**src/rtl/qos_multicanal.sv**
```systemverilog
// qos_multicanal: flow-control (QoS) controller for N virtual-channel FIFOs
// plus one main FIFO. Drives per-channel pause/resume requests with
// hysteresis, runs a per-channel starvation watchdog and latches the
// cause and the offending FIFOs when it enters the error state.
module qos_multicanal #(
  parameter int N_CANALES = 4,
  parameter int PAUSA_MAX = 255
) (
  input  logic                 clk,
  input  logic                 rst,
  input  logic                 enb,
  input  logic                 iniciar_in,
  input  logic [N_CANALES:0]   almost_empty_in,
  input  logic [N_CANALES:0]   almost_full_in,
  input  logic [N_CANALES:0]   full_in,
  input  logic [N_CANALES:0]   empty_in,
  output logic [2:0]           estado_out,
  output logic                 error_out,
  output logic                 idle_out,
  output logic [N_CANALES-1:0] pausa_out,
  output logic [N_CANALES-1:0] continuar_out,
  output logic [1:0]           err_causa_out,
  output logic [N_CANALES:0]   err_canal_out
);

  // Counter is at least one bit wide so PAUSA_MAX=0 (watchdog off) still elaborates.
  localparam int CW = (PAUSA_MAX > 0) ? $clog2(PAUSA_MAX + 1) : 1;
  localparam logic [CW-1:0] WD_MAX  = CW'(PAUSA_MAX);
  localparam logic [CW-1:0] WD_LAST = (PAUSA_MAX > 0) ? CW'(PAUSA_MAX - 1) : CW'(0);

  typedef enum logic [2:0] {
    ST_RESET  = 3'd0,
    ST_INIT   = 3'd1,
    ST_IDLE   = 3'd2,
    ST_ACTIVE = 3'd3,
    ST_ERROR  = 3'd4
  } estado_t;

  estado_t                state_q, state_d;
  logic [N_CANALES-1:0]   pausa_q, pausa_d;
  logic [N_CANALES-1:0]   cont_q, cont_d;
  logic [1:0]             causa_q, causa_d;
  logic [N_CANALES:0]     canal_q, canal_d;
  logic [CW-1:0]          cnt_q [N_CANALES];
  logic [CW-1:0]          cnt_d [N_CANALES];

  logic                   anyFull;
  logic                   enServicio;
  logic                   errEvent;
  logic [N_CANALES-1:0]   wdFire;

  // Watchdog detection and FSM next-state; errors outrank re-init requests.
  always_comb begin
    anyFull    = |full_in;
    enServicio = (state_q == ST_IDLE) || (state_q == ST_ACTIVE);
    wdFire     = '0;
    for (int i = 0; i < N_CANALES; i++) begin
      wdFire[i] = (PAUSA_MAX != 0) && enServicio && pausa_q[i] && (cnt_q[i] == WD_LAST);
    end
    errEvent = anyFull || (|wdFire);
    state_d  = state_q;
    case (state_q)
      ST_RESET: state_d = ST_INIT;
      ST_INIT: begin
        if (errEvent)         state_d = ST_ERROR;
        else if (!iniciar_in) state_d = ST_IDLE;
      end
      ST_IDLE: begin
        if (errEvent)         state_d = ST_ERROR;
        else if (iniciar_in)  state_d = ST_INIT;
        else if (!(&empty_in)) state_d = ST_ACTIVE;
      end
      ST_ACTIVE: begin
        if (errEvent)         state_d = ST_ERROR;
        else if (iniciar_in)  state_d = ST_INIT;
        else if (&empty_in)   state_d = ST_IDLE;
      end
      ST_ERROR: begin
        if (iniciar_in && !anyFull) state_d = ST_INIT;
      end
      default: state_d = ST_RESET;
    endcase
  end

  // Pause flags, resume pulses, watchdog counters and error capture for the next cycle.
  always_comb begin
    pausa_d = pausa_q;
    cont_d  = cont_q;
    causa_d = causa_q;
    canal_d = canal_q;
    cnt_d   = cnt_q;
    if ((state_d == ST_RESET) || (state_d == ST_INIT)) begin
      pausa_d = '0;
      cont_d  = '0;
      causa_d = 2'd0;
      canal_d = '0;
      for (int i = 0; i < N_CANALES; i++) begin
        cnt_d[i] = '0;
      end
    end else if (state_d == ST_ERROR) begin
      pausa_d = '1;
      cont_d  = '0;
      if (state_q != ST_ERROR) begin
        if (anyFull) begin
          causa_d = 2'd1;
          canal_d = full_in;
        end else begin
          causa_d = 2'd2;
          canal_d = {1'b0, wdFire};
        end
      end
    end else if (enServicio) begin
      for (int i = 0; i < N_CANALES; i++) begin
        if (almost_full_in[i] || almost_full_in[N_CANALES]) begin
          pausa_d[i] = 1'b1;
        end else if (almost_empty_in[i] && !almost_full_in[N_CANALES]) begin
          pausa_d[i] = 1'b0;
        end
        cont_d[i] = pausa_q[i] && !pausa_d[i];
        if (!pausa_q[i]) begin
          cnt_d[i] = '0;
        end else if (cnt_q[i] != WD_MAX) begin
          cnt_d[i] = cnt_q[i] + CW'(1);
        end
      end
    end
  end

  // State register: reset clears everything, enb=0 freezes everything.
  always_ff @(posedge clk) begin
    if (rst) begin
      state_q <= ST_RESET;
      pausa_q <= '0;
      cont_q  <= '0;
      causa_q <= 2'd0;
      canal_q <= '0;
      for (int i = 0; i < N_CANALES; i++) begin
        cnt_q[i] <= '0;
      end
    end else if (enb) begin
      state_q <= state_d;
      pausa_q <= pausa_d;
      cont_q  <= cont_d;
      causa_q <= causa_d;
      canal_q <= canal_d;
      cnt_q   <= cnt_d;
    end
  end

  assign estado_out    = state_q;
  assign error_out     = (state_q == ST_ERROR);
  assign idle_out      = (state_q == ST_IDLE);
  assign pausa_out     = pausa_q;
  assign continuar_out = cont_q;
  assign err_causa_out = causa_q;
  assign err_canal_out = canal_q;

endmodule
```
**config.mk**
```make
export PLATFORM = sky130hd
export DESIGN_NAME = qos_multicanal
export DESIGN_NICKNAME = d
export VERILOG_FILES = /design/src/rtl/qos_multicanal.sv
export SDC_FILE = /design/constraint.sdc
export NUM_CORES = 1
export LEC_CHECK = 0
export CELL_PAD_IN_SITES_DETAIL_PLACEMENT = 0
export CELL_PAD_IN_SITES_GLOBAL_PLACEMENT = 2
export CORE_MARGIN = 5
export CORE_UTILIZATION = 28
export DETAILED_ROUTE_END_ITERATION = 7
export PLACE_DENSITY_LB_ADDON = 0.1
export SLEW_MARGIN = 20
export SYNTH_ARGS = -nofsm -noshare
export SYNTH_HDL_FRONTEND = slang
export SYNTH_SLANG_ARGS = --single-unit
```
**constraint.sdc**
```tcl
create_clock -name clk -period 2.6 [get_ports clk]
set_input_delay 0.39 -clock clk [delete_from_list [all_inputs] [get_ports clk]]
set_output_delay 0.39 -clock clk [all_outputs]
set_load 0.02 [all_outputs]
```
# [Word level (Yosys, flattened, before mapping)]
# Cells that the tools add are included.
[op_classes] addsub=4 mul=0 div=0 order_cmp=0 n_eq_ne=20 shift=0 n_mux=55 n_bitwise=0 n_reduce_logical=45
[ops] op="2-to-1 mux 32 bit" count=3
[ops] op="2-to-1 mux 8 bit" count=8
[ops] op="adder 8 x 1 -> 8 bit, second input constant" count=4
[ops] op="== test 8 bit, second input constant" count=4
[ops] op="inequality test 8 bit, second input constant" count=4
[ops] op="2-to-1 mux 3 bit" count=9
[ops] op="2-to-1 mux 4 bit" count=6
[ops] op="2-to-1 mux 1 bit" count=20
[ops] op="2-to-1 mux 5 bit" count=4
[ops] op="logical AND 1 bit" count=17
[ops] op="AND reduction 4 bit" count=4
[ops] op="case mux 3 bit (5 select lines)" count=1
[ops] op="inequality test 3 x 1 -> 1 bit, second input constant" count=4
[ops] op="2-to-1 mux 2 bit" count=4
[ops] op="logical OR 1 bit" count=7
[ops] op="== test 3 x 1 -> 1 bit, second input constant" count=2
[ops] op="== test 3 x 2 -> 1 bit, second input constant" count=2
[ops] op="== test 3 bit, second input constant" count=2
[ops] op="zero test 1 bit" count=6
[ops] op="zero test 3 bit" count=2
[ops] op="nonzero test 2 bit" count=3
[ops] op="AND reduction 5 bit" count=1
[ops] op="OR reduction 5 bit" count=1
[ops] op="OR reduction 4 bit" count=1
[ops] op="other kinds (5)" count=5
[word_totals] ff_bits=50 latchBits=0 ramBits=0 mem_bits_ro=0 in_bits=24 wordCells=133 mem_count=0

# [Depth between registers and ports, before layout]
# Gate-level depths: netlist of run 1.
[depth] depth_word=16 mapped_depth=11 ltp_nobuf=9

# [Least setup slack after synthesis of run 1]
# No wires, ideal clock.
[synth_path] kind="register to register" startpoint="register state_q[2] (netlist: estado_out[2])" endpoint="register cnt_q[21] (netlist name)" setup_time_ns=0.074 arrival_ns=2.652 path_slack_ns=-0.127 path_stages_with_launch=8 period_less_slack_ns=2.727 path_cell_list="dfxtp_1 > nor3b_1 > o41a_1 > nor2_1 > a31oi_2 > nand2_1 > or4_1 > a31oi_1"
[synth_between] word_cells_on_any_way=35
[synth_rtl] element="start: declaration" line="39" rtl="estado_t state_q, state_d;"
[synth_rtl] element="start signal: assignment" line="141" rtl="state_q <= state_d;"
[synth_rtl] element="== test 3 bit (*)"
[synth_rtl] element="net error_out" line="18" rtl="output logic error_out,"
[synth_rtl] element="case mux 3 bit (5 select lines) (*)" line="62" rtl="case (state_q)"
[synth_rtl] element="== test 3 x 1 -> 1 bit or zero test 3 bit (tied branches)" line="92" rtl="if ((state_d == ST_RESET) || (state_d == ST_INIT)) begin"
[synth_rtl] element="logical OR 1 bit" line="92"
[synth_rtl] element="inequality test 3 x 1 -> 1 bit (no line) (tied with other cells)"
[synth_rtl] element="AND reduction 4 bit (no line)"
[synth_rtl] element="end signal: assignment" line="146" rtl="cnt_q <= cnt_d;"
[synth_rtl] element="end: declaration" line="44" rtl="logic [CW-1:0] cnt_q [N_CANALES];"
# Mark *: on every way through the listed nets, which the timed path passes. The rest lies on a longest branch.
# A chain may end at the register's enable or synchronous reset.

# [Worst setup path in the final report of run 1]
[layout_path] startpoint="input full_in[3]" endpoint="register cnt_q[3] (netlist name)"
[layout_between] elab_chain_cells=9 word_cells_on_any_way=18
[layout_lines] element="start: declaration" line="15" rtl="input logic [N_CANALES:0] full_in,"
[layout_lines] element="OR reduction 5 bit (*)" line="54" rtl="anyFull = |full_in;"
[layout_lines] element="zero test 1 bit" line="79" rtl="if (iniciar_in && !anyFull) state_d = ST_INIT;"
[layout_lines] element="logical AND 1 bit" line="79"
[layout_lines] element="2-to-1 mux 3 bit" line="79"
[layout_lines] element="case mux 3 bit (5 select lines) (*)" line="62"
[layout_lines] element="== test 3 x 1 -> 1 bit or zero test 3 bit (tied branches)" line="92"
[layout_lines] element="logical OR 1 bit" line="92"
[layout_lines] element="inequality test 3 x 1 -> 1 bit (no line) (tied with other cells)"
[layout_lines] element="AND reduction 4 bit (no line)"
# Every way passes the cells marked *; elsewhere a longest branch is shown, timed or not.

==> results of run 1 <==
-- how the worst max path moves through the flow --
stage                           from                            end  slack [ns]  cells past startpoint
2_1_floorplan             full_in[0]          cnt_q[9]$_SDFFE_PP0P_       0.004                      9
3_3_place_gp              full_in[0]         cnt_q[26]$_SDFFE_PP0P_       -0.61                      9
3_5_place_dp              full_in[0]         cnt_q[14]$_SDFFE_PP0P_       -0.66                      9
4_1_cts                   full_in[0]          cnt_q[8]$_SDFFE_PP0P_        0.01                      9
5_1_grt        cnt_q[0]$_SDFFE_PP0P_  err_canal_out[0]$_SDFFE_PP0P_      -0.005                     12
6_report                  full_in[3]          cnt_q[3]$_SDFFE_PP0P_        0.12                      9
-- state kept, by name (all words and copies together) (netlist names) --
name	flops
continuar_out	4
cnt_q	32
err_canal_out	5
pausa_out	4
err_causa_out	2
estado_out	3
-- critical path: stages --
cell and delay (ns):
clkdlybuf4s50_1 0.45, buf_4 0.16, o41a_1 0.48, a2111oi_0 0.38, a31oi_1 0.29, buf_4 0.23, nor2_1 0.13, xnor2_1 0.13
nor2_1 0.05
-- per-stage QoR --
stage | worst slack (ns) | hold slack (ns) | utilization
floorplan | 0.00409 | 0.448 | -
global placement | -0.611 | 0.444 | 0.412
detailed placement | -0.664 | 0.446 | 0.412
CTS | 0.0109 | 0.459 | 0.435
global route | -0.00466 | 0.480 | 0.443
finish | 0.116 | 0.454 | 0.443
-- power by group --
part / switching [uW] / leakage [uW] / internal, uW
Clock: 269 / 0.0000482 / 216
Combinational: 281 / 0.00105 / 270
Sequential: 13.6 / 0.000405 / 787
Total: 563 / 0.00150 / 1270
-- logic make-up (layout without fill, tap and decap cells) --
kind of cell	count (synthesis)	count (layout)	share of synthesized area
compound gates	94	95	0.235
buf+inv	23	153	0.0365
simple gates	149	149	0.291
fa+ha+maj	8	8	0.0374
xor+xnor	8	8	0.0262
flops	50	50	0.374
-- final cells by class --
type                       instances  area share
multi-input combinational        260       0.415
clock buffer                       7      0.0210
inverter                          12      0.0109
sequential                        50       0.244
tap                              129      0.0392
timing repair buffer             133       0.269
clock inverter                     1     0.00122
-- repair_timing --
item / CTS / global route
resized for setup: 15 / 18
endpoints found under the hold margin: 0 / 0
gates cloned: 1 / 0
endpoints found under the setup margin: 41 / 35
pin swaps: 11 / 17
setup buffers: 9 / 3
-- synth_stat cells, drive strengths merged, types with 2 or more instances --
cell     n  area (um2)
dfxtp   50        1000
nand2   44         165
a21oi   33         165
nor2    25        93.8
or3     19         119
o31ai   15         113
o21ai   14        70.1
nand3   13        65.1
inv     12        45.0
nor3    12        71.3
a31oi    9        68.8
ha       8         100
nand4    8        50.1
or4      8        60.1
clkbuf   7        26.3
xnor2    7        61.3
and3     5        31.3
a21o     4        30.0
buf      4        26.3
a211oi   3        22.5
a41oi    3        33.8
and4     3        26.3
a311oi   2        17.5
a31o     2        17.5
nor2b    2        12.5
nor4     2        25.0
o41ai    2        25.0
or2      2        12.5
-- layer usage --
metal | part of all wire | routed length, um
met1 | 0.51 | 4390
met2 | 0.44 | 3790
met4 | 0.0092 | 80
met3 | 0.044 | 384
met5 | 0 | 0
==> flow_summary.toml, run 1 <==
[drt]
vias_per_cell = 4.92
route.antenna.remaining_nets = 0
vias = 2913
drt_pre_antenna_iters = 4
dr.first_iter.drc_count = 126
wl_um = 8650
wl_per_cell_um = 14.6
drc = 0

[place]
portBuffers = 42
dp_hpwl_um = 6530
placed_cell_area_mm2 = 0.00382
place.gp.congestion = 0.833
dp.cells = 571

[timing]
min_period_ns = 2.48
max_slew_margin = 0.614
setup_tns_ns = 0
drv_slew = 0
setup_viol = 0
hold_violations = 0
max_freq_mhz = 403
tightest_slew_ns = 0.576
period_share = 0.955
finClkSkew_ns = 0.00985

[clock_network]
cts_hold_buffers = 0
cts_tree = "yes"
clk_pin_slew_ns = 0.09
cts_root_buf = "clkbuf_8"
cts_max_level = 2
clk_path_buf_depth = 2
clkLatencyLatePin_ns = 0.31
clkSinkCount = 50
cts_buffers = 5

[worst_setup_path]
worstPathRequired_ns = 2.80
cp_max_fo = 6
critPathCaptureType = "register"
worstRegToRegCells = 12
ff2ff_setup_slack_ns = 0.12
arrival_ns = 2.68
worstSetupPathType = "in2reg"
r2r_end = "cnt_q[21]$_SDFFE_PP0P_"
r2r_start = "cnt_q[8]$_SDFFE_PP0P_"
cp-start-kind = "input pin"

[floorplan]
core_mm2 = 0.00928
die_h_um = 108
initial_core_util = 0.288
rows = 35
dieArea_mm2 = 0.0116
die_w_um = 108
ios = 44

[global_routing]
gr-usage-all-layers = 0.151
grt_pass1_vias = 2808
grt_max_degree = 15
grt_antenna_before_repair = 0
grt.busiest_layer = "met2"
grt_use_met3 = 0.0348
grt_pass1_wl_um = 14200
grt.overflow.total = 0
gr-usage-met1 = 0.203
use_met2 = 0.245

[finish]
syn2layout_area_growth_pct = 53.7
multiInputGateArea_mm2 = 0.00171
layout_commonest_cell = "buf_4"
final_cell_area_mm2 = 0.00411
fin_nets = 494
diodes = 0
fillers = 978
layout-drive-gt1-share = 0.285
seq_area_mm2 = 0.00100
layoutNonFillerInstCount = 592
layout_common_cells = "buf_4 (89), dfxtp_1 (48), nand2_1 (43)"

[power_and_ir_drop]
p_total_uw = 1840
power_leakage_uw = 0.00150
irDropWorstVdd_mv = 0.238
power_density_mw_per_mm2 = 446

[status]
outcome = "finished clean"

[synth]
yosysUniqueCellTypes = 48
synth-async-reset-ratio = 0
synthesis.area_mm2 = 0.00268
ys_seq_area_frac = 0.374
synth_seq_cells = 50
syn_nets = 364
synth_flop_cell = "dfxtp_1"
syn_inst = 332
synth_edf_count = 0
yosys_warnings = 0
synth_area_per_cell_um2 = 8.06

[worst_hold_path]
min_path_cells = 2
min_from = "err_causa_out[0]$_SDFFE_PP0P_"
worstHoldEndpoint = "err_causa_out[0]$_SDFFE_PP0P_"
hold_path_class = "reg2reg"

[job]
maxCapViolCount = 0
Power figures use the tool's default switching activity.
==> run 2, diff against run 1 <==
Settings changed: ABC_AREA from default to 0, ABC_CLOCK_PERIOD_IN_PS from default to 2600.
==> results of run 2 <==
No change in the layout: final DEF, timing and power equal those of run 1.
==> run 3, diff against run 2 <==
Settings changed: SETUP_SLACK_MARGIN from default to 0.3.
==> run 3 against run 2 <==
Die area stayed put. Power increased by 14%. Hold slack better by 0.0049 ns. Non-clock buffer count grew 27. Critical path depth up 1. Core utilization grew 7.0 points. Sequential power barely moved. Final area is 16% higher. Largest cell class unchanged. Highest routed layer unchanged.
==> flow_summary.toml, run 3 (synthesized netlist as in run 1, its figures left out) <==
[clock_network]
cts_buffers = 5
clkSinkCount = 50
clk_path_buf_depth = 2
cts_tree = "yes"
cts_root_buf = "clkbuf_8"
cts_max_level = 2
clk_pin_slew_ns = 0.10
clkLatencyLatePin_ns = 0.31

[floorplan]
rows = 35
die_h_um = 108
die_w_um = 108
core_mm2 = 0.00928
ios = 44
dieArea_mm2 = 0.0116
initial_core_util = 0.288

[power_and_ir_drop]
netSwitchingFraction = 0.301
pwr-share-seq = 0.385
internal_power_uw = 1460
power_leakage_uw = 0.00176
switchingPower_uw = 629
irDropWorstVdd_mv = 0.222
p_total_uw = 2090
comb_power_share = 0.336
clkPwrFrac = 0.278
power_density_mw_per_mm2 = 437

[worst_setup_path]
critPathCaptureType = "register"
cp-start-kind = "input pin"
worstSetupPathType = "in2reg"
cp_max_fo = 4
worstPathRequired_ns = 2.85
arrival_ns = 2.80

[timing]
min_period_ns = 2.55
max_freq_mhz = 392
tightest_slew_ns = 0.528
finalWorstSetupSlack_ns = 0.0478
finClkSkew_ns = 0.00969
grt_setup_unrepaired = "yes"
drv_slew = 0
max_slew_margin = 0.647
setup_viol = 0
hold_violations = 0
setup_tns_ns = 0
period_share = 0.982

[finish]
largest_reg_flops = 32
fin_nets = 521
syn2layout_area_growth_pct = 78.2
layout-drive-gt1-share = 0.454
layout_commonest_cell = "buf_4"
layout_common_cells = "buf_4 (98), dfxtp_1 (42), nand2_1 (38)"
fillers = 913
postLayoutCoreUtil = 0.514
seq_area_mm2 = 0.00101
diodes = 0
multiInputGateArea_mm2 = 0.00205
top_register = "cnt_q"

[global_routing]
grt.overflow.total = 0
grt_pass1_vias = 3035
grt_max_degree = 15
grt_pass1_wl_um = 15300
gr-usage-all-layers = 0.163
grt_antenna_before_repair = 0

[drt]
route.antenna.remaining_nets = 0
wl_um = 9500
wl_per_cell_um = 15.4
vias = 3160
drc = 0
vias_per_cell = 5.11
drt_pre_antenna_iters = 4
dr.first_iter.drc_count = 112

[worst_hold_path]
hold_path_class = "reg2reg"

[place]
portBuffers = 42
dp_hpwl_um = 6760
place.gp.congestion = 0.811
place_ws_ns = -0.539

[job]
maxCapViolCount = 0

[status]
outcome = "finished clean"
## run 3: cell count changes in the layout (fill, tap and decap cells not counted), moves of 8 or more
cell,previous run,this run
buf_4,89,98
buf_6,1,22
a21oi_1,32,19
nor2_1,23,15
a21oi_2,1,14
## run 3: worst max-delay path, stage by stage
cell and delay (ns):
buf_6 0.09, or3_4 0.39, or3_4 0.40, nor3_4 0.23, buf_6 0.15, buf_4 0.11, a31oi_4 0.09, a2111o_1 0.44
or3_1 0.38, a21oi_2 0.13
## run 3: timing repair
action	4_1_cts	5_1_grt
setup endpoints to repair	50	45
resized for setup	61	75
hold buffers	0	0
gates cloned	1	0
pin swaps	37	51
setup buffers	18	19
## run 3: area by class of cell
class                   count  share of cell area
repair buffers            160               0.290
flip-flops and latches     50               0.212
clock buffers               6              0.0173
clock inverters             1             0.00630
multi-input cells         260               0.431
well taps                 129              0.0338
inverters                  12             0.00945
## run 3: worst paths after layout
path                                        end  slack (ns)                           from  cells after the start
setup / recovery         cnt_q[29]$_SDFFE_PP0P_        0.05                     full_in[1]                     10
hold / removal    err_canal_out[3]$_SDFFE_PP0P_        0.46  err_canal_out[3]$_SDFFE_PP0P_                      2
setup reg to reg         cnt_q[16]$_SDFFE_PP0P_        0.11          cnt_q[0]$_SDFFE_PP0P_                     14
hold reg to reg   err_canal_out[3]$_SDFFE_PP0P_        0.46  err_canal_out[3]$_SDFFE_PP0P_                      2
## run 3: through the flow
| stage | cell area (um2) | hold slack, ns | cells |
|---|---|---|---|
| finish | 4770 | 0.459 | 618 |
| global route | 4770 | 0.478 | 618 |
| CTS | 4310 | 0.468 | 599 |
| detailed placement | 3870 | 0.447 | 573 |
| global placement | 3870 | 0.440 | 573 |
| floorplan | 2760 | 0.452 | 332 |
## run 3: metal layers
metal | wire length (um) | vias to the layer above | GRT usage
met5 | 0 | - | 0
met4 | 148 | 0 | 0.0379
met3 | 412 | 12 | 0.0324
met2 | 4510 | 61 | 0.273
met1 | 4430 | 1536 | 0.217
li1 | - | 1551 | -
## run 3: power by group through the flow
stage               Clock [uW]  Sequential [uW]  Combinational (uW)
floorplan                    0              847                 206
global placement             0              818                 485
CTS                        596              802                 582
finish                     581              803                 702
global route               622              806                 755
detailed placement           0              819                 483
